### src/rtl/riscv_pkg.sv
// Shared RV32 definitions for the fetch front end and the control decoder.
package riscv_pkg;

  localparam int XLEN = 32;
  localparam int ILEN = 32;
  localparam logic [ILEN-1:0] INSTR_BUBBLE = 32'h0;

  localparam logic [6:0] OP_R      = 7'b0110011;
  localparam logic [6:0] OP_IMM    = 7'b0010011;
  localparam logic [6:0] OP_LOAD   = 7'b0000011;
  localparam logic [6:0] OP_JALR   = 7'b1100111;
  localparam logic [6:0] OP_STORE  = 7'b0100011;
  localparam logic [6:0] OP_BRANCH = 7'b1100011;
  localparam logic [6:0] OP_LUI    = 7'b0110111;
  localparam logic [6:0] OP_AUIPC  = 7'b0010111;
  localparam logic [6:0] OP_JAL    = 7'b1101111;
  localparam logic [6:0] OP_FP     = 7'b1010011;

  function automatic logic [XLEN-1:0] word_align(input logic [XLEN-1:0] addr);
    return addr & ~32'h3;
  endfunction

endpackage

### src/rtl/fetch_fifo.sv
// Small synchronous FIFO with a combinational head, used for fetched words and PC tags.
module fetch_fifo
  import riscv_pkg::*;
#(
  parameter int WIDTH = XLEN + ILEN,
  parameter int DEPTH = 2,
  localparam int CW = $clog2(DEPTH) + 1
) (
  input  logic             clk,
  input  logic             rst,
  input  logic             push,
  input  logic [WIDTH-1:0] push_data,
  input  logic             pop,
  input  logic             flush,
  output logic [WIDTH-1:0] head,
  output logic [CW-1:0]    count,
  output logic             empty,
  output logic             full
);

  localparam int AW = $clog2(DEPTH);

  logic [WIDTH-1:0] mem [DEPTH];
  logic [AW-1:0]    rd_ptr;
  logic [AW-1:0]    wr_ptr;
  logic             do_push;
  logic             do_pop;

  assign empty   = (count == '0);
  assign full    = (count == CW'(DEPTH));
  assign do_pop  = pop && !empty && !flush;
  assign do_push = push && (!full || do_pop) && !flush;
  assign head    = mem[rd_ptr];

  always_ff @(posedge clk) begin
    if (do_push) begin
      mem[wr_ptr] <= push_data;
    end
  end

  always_ff @(posedge clk or posedge rst) begin
    if (rst) begin
      rd_ptr <= '0;
      wr_ptr <= '0;
      count  <= '0;
    end else if (flush) begin
      rd_ptr <= '0;
      wr_ptr <= '0;
      count  <= '0;
    end else begin
      if (do_push) wr_ptr <= wr_ptr + 1'b1;
      if (do_pop)  rd_ptr <= rd_ptr + 1'b1;
      count <= count + CW'(do_push) - CW'(do_pop);
    end
  end

endmodule

### src/rtl/instr_fetch.sv
// Instruction fetch front end: credit-limited in-order requests, PC tagging,
// wrong-path drop after redirect, and a valid/ready hand-off to decode.
module instr_fetch
  import riscv_pkg::*;
#(
  parameter logic [XLEN-1:0] RESET_PC = 32'h0000_0000,
  parameter int              DEPTH    = 2
) (
  input  logic            clk,
  input  logic            rst,
  output logic            imem_req_valid,
  input  logic            imem_req_ready,
  output logic [XLEN-1:0] imem_req_addr,
  input  logic            imem_resp_valid,
  input  logic [ILEN-1:0] imem_resp_data,
  input  logic            redirect_valid,
  input  logic [XLEN-1:0] redirect_pc,
  output logic            instr_valid,
  input  logic            instr_ready,
  output logic [ILEN-1:0] instr,
  output logic [XLEN-1:0] instr_pc
);

  localparam int CW = $clog2(DEPTH) + 1;

  logic [XLEN-1:0]      pc;
  logic [CW-1:0]        outstanding;
  logic [CW-1:0]        drop_cnt;
  logic [CW-1:0]        fifo_count;
  logic [CW-1:0]        tag_count;
  logic [CW:0]          credits_used;
  logic                 req_fire;
  logic                 resp_drop;
  logic                 fifo_push;
  logic                 fifo_pop;
  logic                 fifo_empty;
  logic                 fifo_full;
  logic                 tag_empty;
  logic                 tag_full;
  logic [XLEN-1:0]      resp_pc;
  logic [XLEN+ILEN-1:0] fifo_head;

  // A same-cycle pop frees its slot, which is what sustains one instruction per cycle.
  assign fifo_pop     = instr_valid && instr_ready;
  assign credits_used = {1'b0, outstanding} + {1'b0, fifo_count} - {{CW{1'b0}}, fifo_pop};

  assign imem_req_valid = !rst && !redirect_valid && (credits_used < (CW + 1)'(DEPTH));
  assign imem_req_addr  = pc;
  assign req_fire       = imem_req_valid && imem_req_ready;

  assign resp_drop = imem_resp_valid && (redirect_valid || (drop_cnt != '0));
  assign fifo_push = imem_resp_valid && !resp_drop;

  assign instr_valid = !fifo_empty;
  assign instr       = instr_valid ? fifo_head[ILEN-1:0] : INSTR_BUBBLE;
  assign instr_pc    = instr_valid ? fifo_head[XLEN+ILEN-1:ILEN] : '0;

  // Tags track exactly the outstanding requests, so they survive redirects and
  // are retired by every response whether kept or dropped.
  fetch_fifo #(.WIDTH(XLEN), .DEPTH(DEPTH)) u_tag_queue (
    .clk       (clk),
    .rst       (rst),
    .push      (req_fire),
    .push_data (pc),
    .pop       (imem_resp_valid),
    .flush     (1'b0),
    .head      (resp_pc),
    .count     (tag_count),
    .empty     (tag_empty),
    .full      (tag_full)
  );

  fetch_fifo #(.WIDTH(XLEN + ILEN), .DEPTH(DEPTH)) u_instr_fifo (
    .clk       (clk),
    .rst       (rst),
    .push      (fifo_push),
    .push_data ({resp_pc, imem_resp_data}),
    .pop       (fifo_pop),
    .flush     (redirect_valid),
    .head      (fifo_head),
    .count     (fifo_count),
    .empty     (fifo_empty),
    .full      (fifo_full)
  );

  always_ff @(posedge clk or posedge rst) begin
    if (rst) begin
      pc          <= RESET_PC;
      outstanding <= '0;
      drop_cnt    <= '0;
    end else begin
      outstanding <= outstanding + CW'(req_fire) - CW'(imem_resp_valid);
      if (redirect_valid) begin
        pc       <= word_align(redirect_pc);
        drop_cnt <= outstanding - CW'(imem_resp_valid);
      end else begin
        if (req_fire) pc <= pc + 32'd4;
        if (imem_resp_valid && (drop_cnt != '0)) drop_cnt <= drop_cnt - 1'b1;
      end
    end
  end

  a_no_full_push: assert property (@(posedge clk) disable iff (rst) fifo_push |-> !fifo_full);
  a_tag_match:    assert property (@(posedge clk) disable iff (rst) tag_count == outstanding);
  a_resp_tagged:  assert property (@(posedge clk) disable iff (rst) imem_resp_valid |-> !tag_empty);
  a_tag_room:     assert property (@(posedge clk) disable iff (rst) req_fire |-> !tag_full);

endmodule

### config.mk
export PLATFORM = sky130hd
export DESIGN_NAME = instr_fetch
export DESIGN_NICKNAME = d
export VERILOG_FILES = /design/src/rtl/riscv_pkg.sv /design/src/rtl/fetch_fifo.sv /design/src/rtl/instr_fetch.sv
export SDC_FILE = /design/constraint.sdc
export NUM_CORES = 1
export LEC_CHECK = 0
export BUFFER_PORTS_ARGS = -buffer_cell sky130_fd_sc_hd__buf_2
export CAP_MARGIN = 15
export CORE_MARGIN = 2
export CORE_UTILIZATION = 35
export CTS_BUF_LIST = sky130_fd_sc_hd__clkbuf_16
export CTS_CLUSTER_SIZE = 24
export DETAILED_ROUTE_END_ITERATION = 10
export PLACE_DENSITY = 0.6
export SLEW_MARGIN = 20
export SYNTH_ARGS = -nofsm -noshare
export SYNTH_HDL_FRONTEND = slang
export SYNTH_SLANG_ARGS = --single-unit
export TNS_END_PERCENT = 100
### constraint.sdc
create_clock -name clk -period 6.15 [get_ports clk]
set_clock_uncertainty 0.05 [all_clocks]
set_input_delay 1.23 -clock clk [delete_from_list [all_inputs] [get_ports clk]]
set_output_delay 1.23 -clock clk [all_outputs]
set_load 0.02 [all_outputs]
* After elaboration in Yosys (flattened, before gate mapping)
Memories as Yosys holds them, arrays and structs flattened.
Cells that the tools add are included.
** Storage, ports and cells
- Flip-flop bits (word level) :: 44
- Bits in latches :: 0
- RAM bits :: 192
- Bits in read-only memories :: 0
- Input bits :: 70
- Output and inout port bits :: 98
- Logic and storage cells :: 74
- Memories kept :: 2
** Memories
- u_instr_fifo.mem :: words 2, bits a word 64, rd ports 1, clocked after memory_dff 0, write ports 1, RTL line fetch_fifo.sv:23 : logic [WIDTH-1:0] mem [DEPTH];
- u_tag_queue.mem :: words 2, bits a word 32, rd ports 1, clocked after memory_dff 0, write ports 1, RTL line fetch_fifo.sv:23
** Operators by class
- Add/sub/neg operators :: 15
- $mul :: 0
- Div/mod/pow operators :: 0
- Order comparisons :: 1
- Equal/unequal tests :: 2
- Shift-type cells :: 0
- Multiplexer cells :: 15
- Bitwise operators :: 0
- Reduce and logical (&&, ||, !) cells :: 30
** Operator list (number)
- $mux W32 :: 4
- $add A32 B3 Y32 const B :: 1
- $logic_and A1 B1 Y1 :: 13
- $reduce_bool A2 Y1 :: 5
- $mux W1 :: 8
- $sub A2 B1 Y2 :: 4
- $logic_not A1 Y1 :: 7
- $add A2 B1 Y2 :: 3
- $mux W2 :: 3
- $add A1 B1 Y1 const B :: 4
- $eq A2 B2 Y1 const B :: 2
- $logic_not A2 Y1 :: 2
- $add A2 B2 Y3 :: 1
- $logic_or A1 B1 Y1 :: 3
- $lt A3 B2 Y1 const B :: 1
- $sub A3 B1 Y3 :: 1
- $sub A2 B1 Y2 const B :: 1

* Depth between registers and ports, before layout
- Word-level depth :: 11
- Gate-level depth with buffers :: 15
- Mapped depth without buffers :: 13

* Hierarchy
A second synthesis with hierarchy kept.
** Second synthesis, totals
- Cell total of the unflattened synthesis :: 672
- Area, all modules :: 9960.8 µm²
** By module, submodules not included
- fetch_fifo at u_instr_fifo :: times used 1, cells each 224, area each 4842.1 µm², seq. area each 3943.8 µm²
- instr_fetch :: times used 1, cells each 323, area each 2575.0 µm², seq. area each 850.8 µm²
- fetch_fifo at u_tag_queue :: times used 1, cells each 125, area each 2543.7 µm², seq. area each 2021.9 µm²

* Least setup slack after synthesis
OpenSTA, ideal clock, no wires.
- Path kind :: input-to-reg
- Start point :: in redirect_valid
- End point :: mem u_instr_fifo.mem[0][0] (netlist name), enable pin
- Library setup time :: 0.490 ns
- Data arrival time :: 4.580 ns
- Data required time :: 5.610 ns
- Slack :: 1.031 ns
- Stages :: 3
- Buffers on the path :: 1
- Path through :: clkbuf_1 -> a211oi_1 -> nor2b_1
** On the way
- Word-level cells in the longest chain between the ends :: 8
- Elaborated cells between the ends (all ways) :: 11
- Classes of those cells :: mux: 2; reduce/logical: 9
** RTL lines
- start: declaration :: RTL line instr_fetch.sv:16 : input logic redirect_valid,
- $logic_or A1 B1 Y1 :: RTL line instr_fetch.sv:51 : assign resp_drop = imem_resp_valid && (redirect_valid || (drop_cnt != '0));
- $logic_and A1 B1 Y1 :: RTL line instr_fetch.sv:51
- $logic_not A1 Y1 :: RTL line instr_fetch.sv:52 : assign fifo_push = imem_resp_valid && !resp_drop;
- $logic_and A1 B1 Y1 :: RTL line instr_fetch.sv:52
- $logic_and A1 B1 Y1 :: RTL line fetch_fifo.sv:32 : assign do_push = push && (!full || do_pop) && !flush;
- $logic_and A1 B1 Y1 (*) :: RTL line fetch_fifo.sv:32
- $mux W1 (*) :: RTL line fetch_fifo.sv:36 : if (do_push) begin
- $mux W1 (not written as such) (*) :: RTL line fetch_fifo.sv:37 : mem[wr_ptr] <= push_data;
- end: declaration :: RTL line fetch_fifo.sv:23
Mark *: on every way between the ends. The rest lies on a longest branch, timed or not.

* Worst setup path in the final report
- Start point :: in instr_ready
- End point :: out imem_req_valid
** On the way
- Word-level cells in the longest chain between the ends :: 4
** RTL lines
- start: declaration :: RTL line instr_fetch.sv:19 : input logic instr_ready,
- $logic_and A1 B1 Y1 :: RTL line instr_fetch.sv:44 : assign fifo_pop = instr_valid && instr_ready;
- $sub A3 B1 Y3 :: RTL line instr_fetch.sv:45 : assign credits_used = {1'b0, outstanding} + {1'b0, fifo_count} - {{CW{1'b0}}, fifo_pop};
- $lt A3 B2 Y1 :: RTL line instr_fetch.sv:47 : assign imem_req_valid = !rst && !redirect_valid && (credits_used < (CW + 1)'(DEPTH));
- $logic_and A1 B1 Y1 :: RTL line instr_fetch.sv:47
- end: declaration :: RTL line instr_fetch.sv:11 : output logic imem_req_valid,
No other way between the ends.

==> impl_metrics.toml <==
[cts]
holdBufCountCts = 0
clockRootBuffer = "clkbuf_16"
cts_buffers = 25
htreeDepth = 1
cts_resized = 0
post_cts_buffers = 0
cts_buffer_depth = 3
worstSkewPairLatency_ns = 0.52
cts_tree = "built"
cts_sinks = 226
cts.reportedPaths.clkPinSlew_ns = 0.06

[setup_path]
cp_cell_sequence = "buf_2 > nor2b_1 > ha_1 > nand2b_1 > fa_1 > xor2_1 > and3_1 > buf_2"
cp-start-kind = "primary input"
cp_common_cell = "buf_2"
cp_slowest_cell = "fa_1"
cp.arrival_ns = 2.83
cp_data_required_time_ns = 4.87
path_buf_inv = 2
max_stage_delay_ns = 0.38
critPathKind = "in -> out"
end_kind = "output port"
cp_max_fo = 3
crit_family = "adder cells"

[grt]
grt_pass1_wl_um = 32900
overflow = 0
antenna_found_initial = 0
grt_pass1_vias = 5688
grt_max_degree = 64
grtUsageTotal = 0.150

[logic_synthesis]
netlist_area_um2 = 9430
ys_dominant_reg_cell = "edfxtp_1"
synth_cell_types = 49
syn_inst = 651
ys_ff_latch = 226
synth_edf_count = 184
syn-mean-instance-area_um2 = 14.5
yosysWarnings = 0
ys_seq_area_frac = 0.698
async_flop_share = 0.186

[place]
port_buffers = 161
hpwl_um = 13600
gp_congestion = 0.807

[pwr]
power_density_nw_per_um2 = 388
ir_drop_uv = 163
leakagePower_uw = 0.00435

[route]
vias_per_cell = 4.92
antenna_left = 0
drtPass1Iterations = 4
drcViolationCount = 0
wirelength_um = 21300
drt_iter0_drc = 256
wl_per_cell_um = 18.1
via_count = 5807

[sta]
worst_pin_slew_ns = 0.954
slew_headroom = 0.364
tns_ns = 0
hold_violations = 0
setup_viol = 0
rsz0062_at_grt = "no"
min_period_over_period = 0.668
slew_violations = 0
fin_crit_ns = 4.11
max_freq_mhz = 244

[status]
status = "finished, final reports clean"

[floorplanning]
core_um2 = 26700
die_y_um = 168
rows = 60
ios = 168
die-area_um2 = 28300
chipWidth_um = 168
start_util = 0.353

[cells_and_area]
diodes = 0
final_core_utilization = 0.430
synthToLayoutAreaGrowth_pct = 21.9
final_layout_size_suffix_gt1_frac = 0.304
finish.net_count = 903

[hold_path]
hold_class = "reg -> reg"

[run]
max_cap_viol_count = 0
## per-layer routing
metal  global-route usage  part of all wire  up-vias
met1                0.195              0.43     2834
met5                    0                 0        -
met2                0.251              0.48      177
met4               0.0502             0.025        0
li1                     -                 -     2761
met3               0.0324             0.068       35
## per-stage QoR
step                area [um^2]  worst slack (ns)  std cells  total power, uW  hold slack [ns]
finish                    11500              2.04       1180             4460            0.461
global route              11500              1.90       1180             4680            0.478
CTS                       11500              2.05       1180             4520            0.463
detailed placement        10600              1.68       1135             2970            0.449
global placement          10600              1.71       1135             2950            0.435
floorplan                  9440              1.03        654             2630            0.405
## final timing paths
check / start / to / slack [ns] / cells after the start
worst max-delay path: instr_ready / imem_req_valid / 2.04 / 8
worst min-delay path: u_tag_queue.count[1] / u_tag_queue.count[1] / 0.46 / 1
worst max register to register: u_instr_fifo.count[1] / u_tag_queue.mem[1][26] / 2.59 / 11
worst min register to register: u_tag_queue.count[1] / u_tag_queue.count[1] / 0.46 / 1
max in group asynchronous: rst / u_instr_fifo.rd_ptr / 4.78 / 3
min in group asynchronous: rst / outstanding[0] / 0.82 / 3
## flip-flops by register name, summed over array words and instances (netlist names)
signal,flops
u_instr_fifo.count,2
outstanding,2
u_tag_queue.count,2
u_tag_queue.wr_ptr,1
u_instr_fifo.wr_ptr,1
u_tag_queue.mem,60
u_tag_queue.rd_ptr,1
drop_cnt,2
u_instr_fifo.rd_ptr,1
u_instr_fifo.mem,124
imem_req_addr,30
## cell type report
cell class | count | area [um^2]
Clock buffer | 25 | 626
Clock inverter | 20 | 223
Fill cell | 2486 | 15200
Inverter | 17 | 63.8
Multi-Input combinational cell | 379 | 2670
Sequential cell | 226 | 6580
Tap cell | 341 | 427
Timing Repair Buffer | 172 | 901
## cell usage in the layout (no fill, tap or decap), types with 11 or more instances in the layout
cell type and instances:
edfxtp_1 184, buf_2 161, nor2_1 80, mux2i_1 64
dfrtp_1 41, nand2_1 36, mux2_2 30, clkbuf_16 25
nand3_1 21, inv_1 20, nand4_1 17, o21ai_0 16
xnor2_1 11, ha_1 11
## power breakdown
group	internal, uW	switching (uW)	total (uW)
sequential	1840	142	1990
clock	946	589	1540
combinational	366	574	940
total	3160	1310	4460
## logic make-up (layout without fill, tap and decap cells)
family,Yosys count,in the layout,share of synthesized area
buf+inv,49,234,0.0226
mux,94,94,0.104
compound gates,54,54,0.0377
fa+ha+maj,12,12,0.0167
simple gates,196,196,0.104
other cells,1,4,0.000398
flops,226,226,0.698
xor+xnor,19,19,0.0177
## synth_stat cells, drive strengths merged, types with 5 or more instances
master  instances  area (um^2)
dfrtp          42         1050
mux2           30          338
xnor2          11         96.3
o211ai         10         75.1
clkbuf         19         71.3
mux2i          64          641
inv            17         63.8
ha             11          138
o21ai          16         80.1
nor3            5         25.0
nand3          21          105
nand4          19          140
and3            7         45.1
a21oi          10         50.1
xor2            8         70.1
buf            13         77.6
edfxtp        184         5530
nand2          36          135
nor2           82          308
No activity file was read; power rests on OpenSTA's default activity.
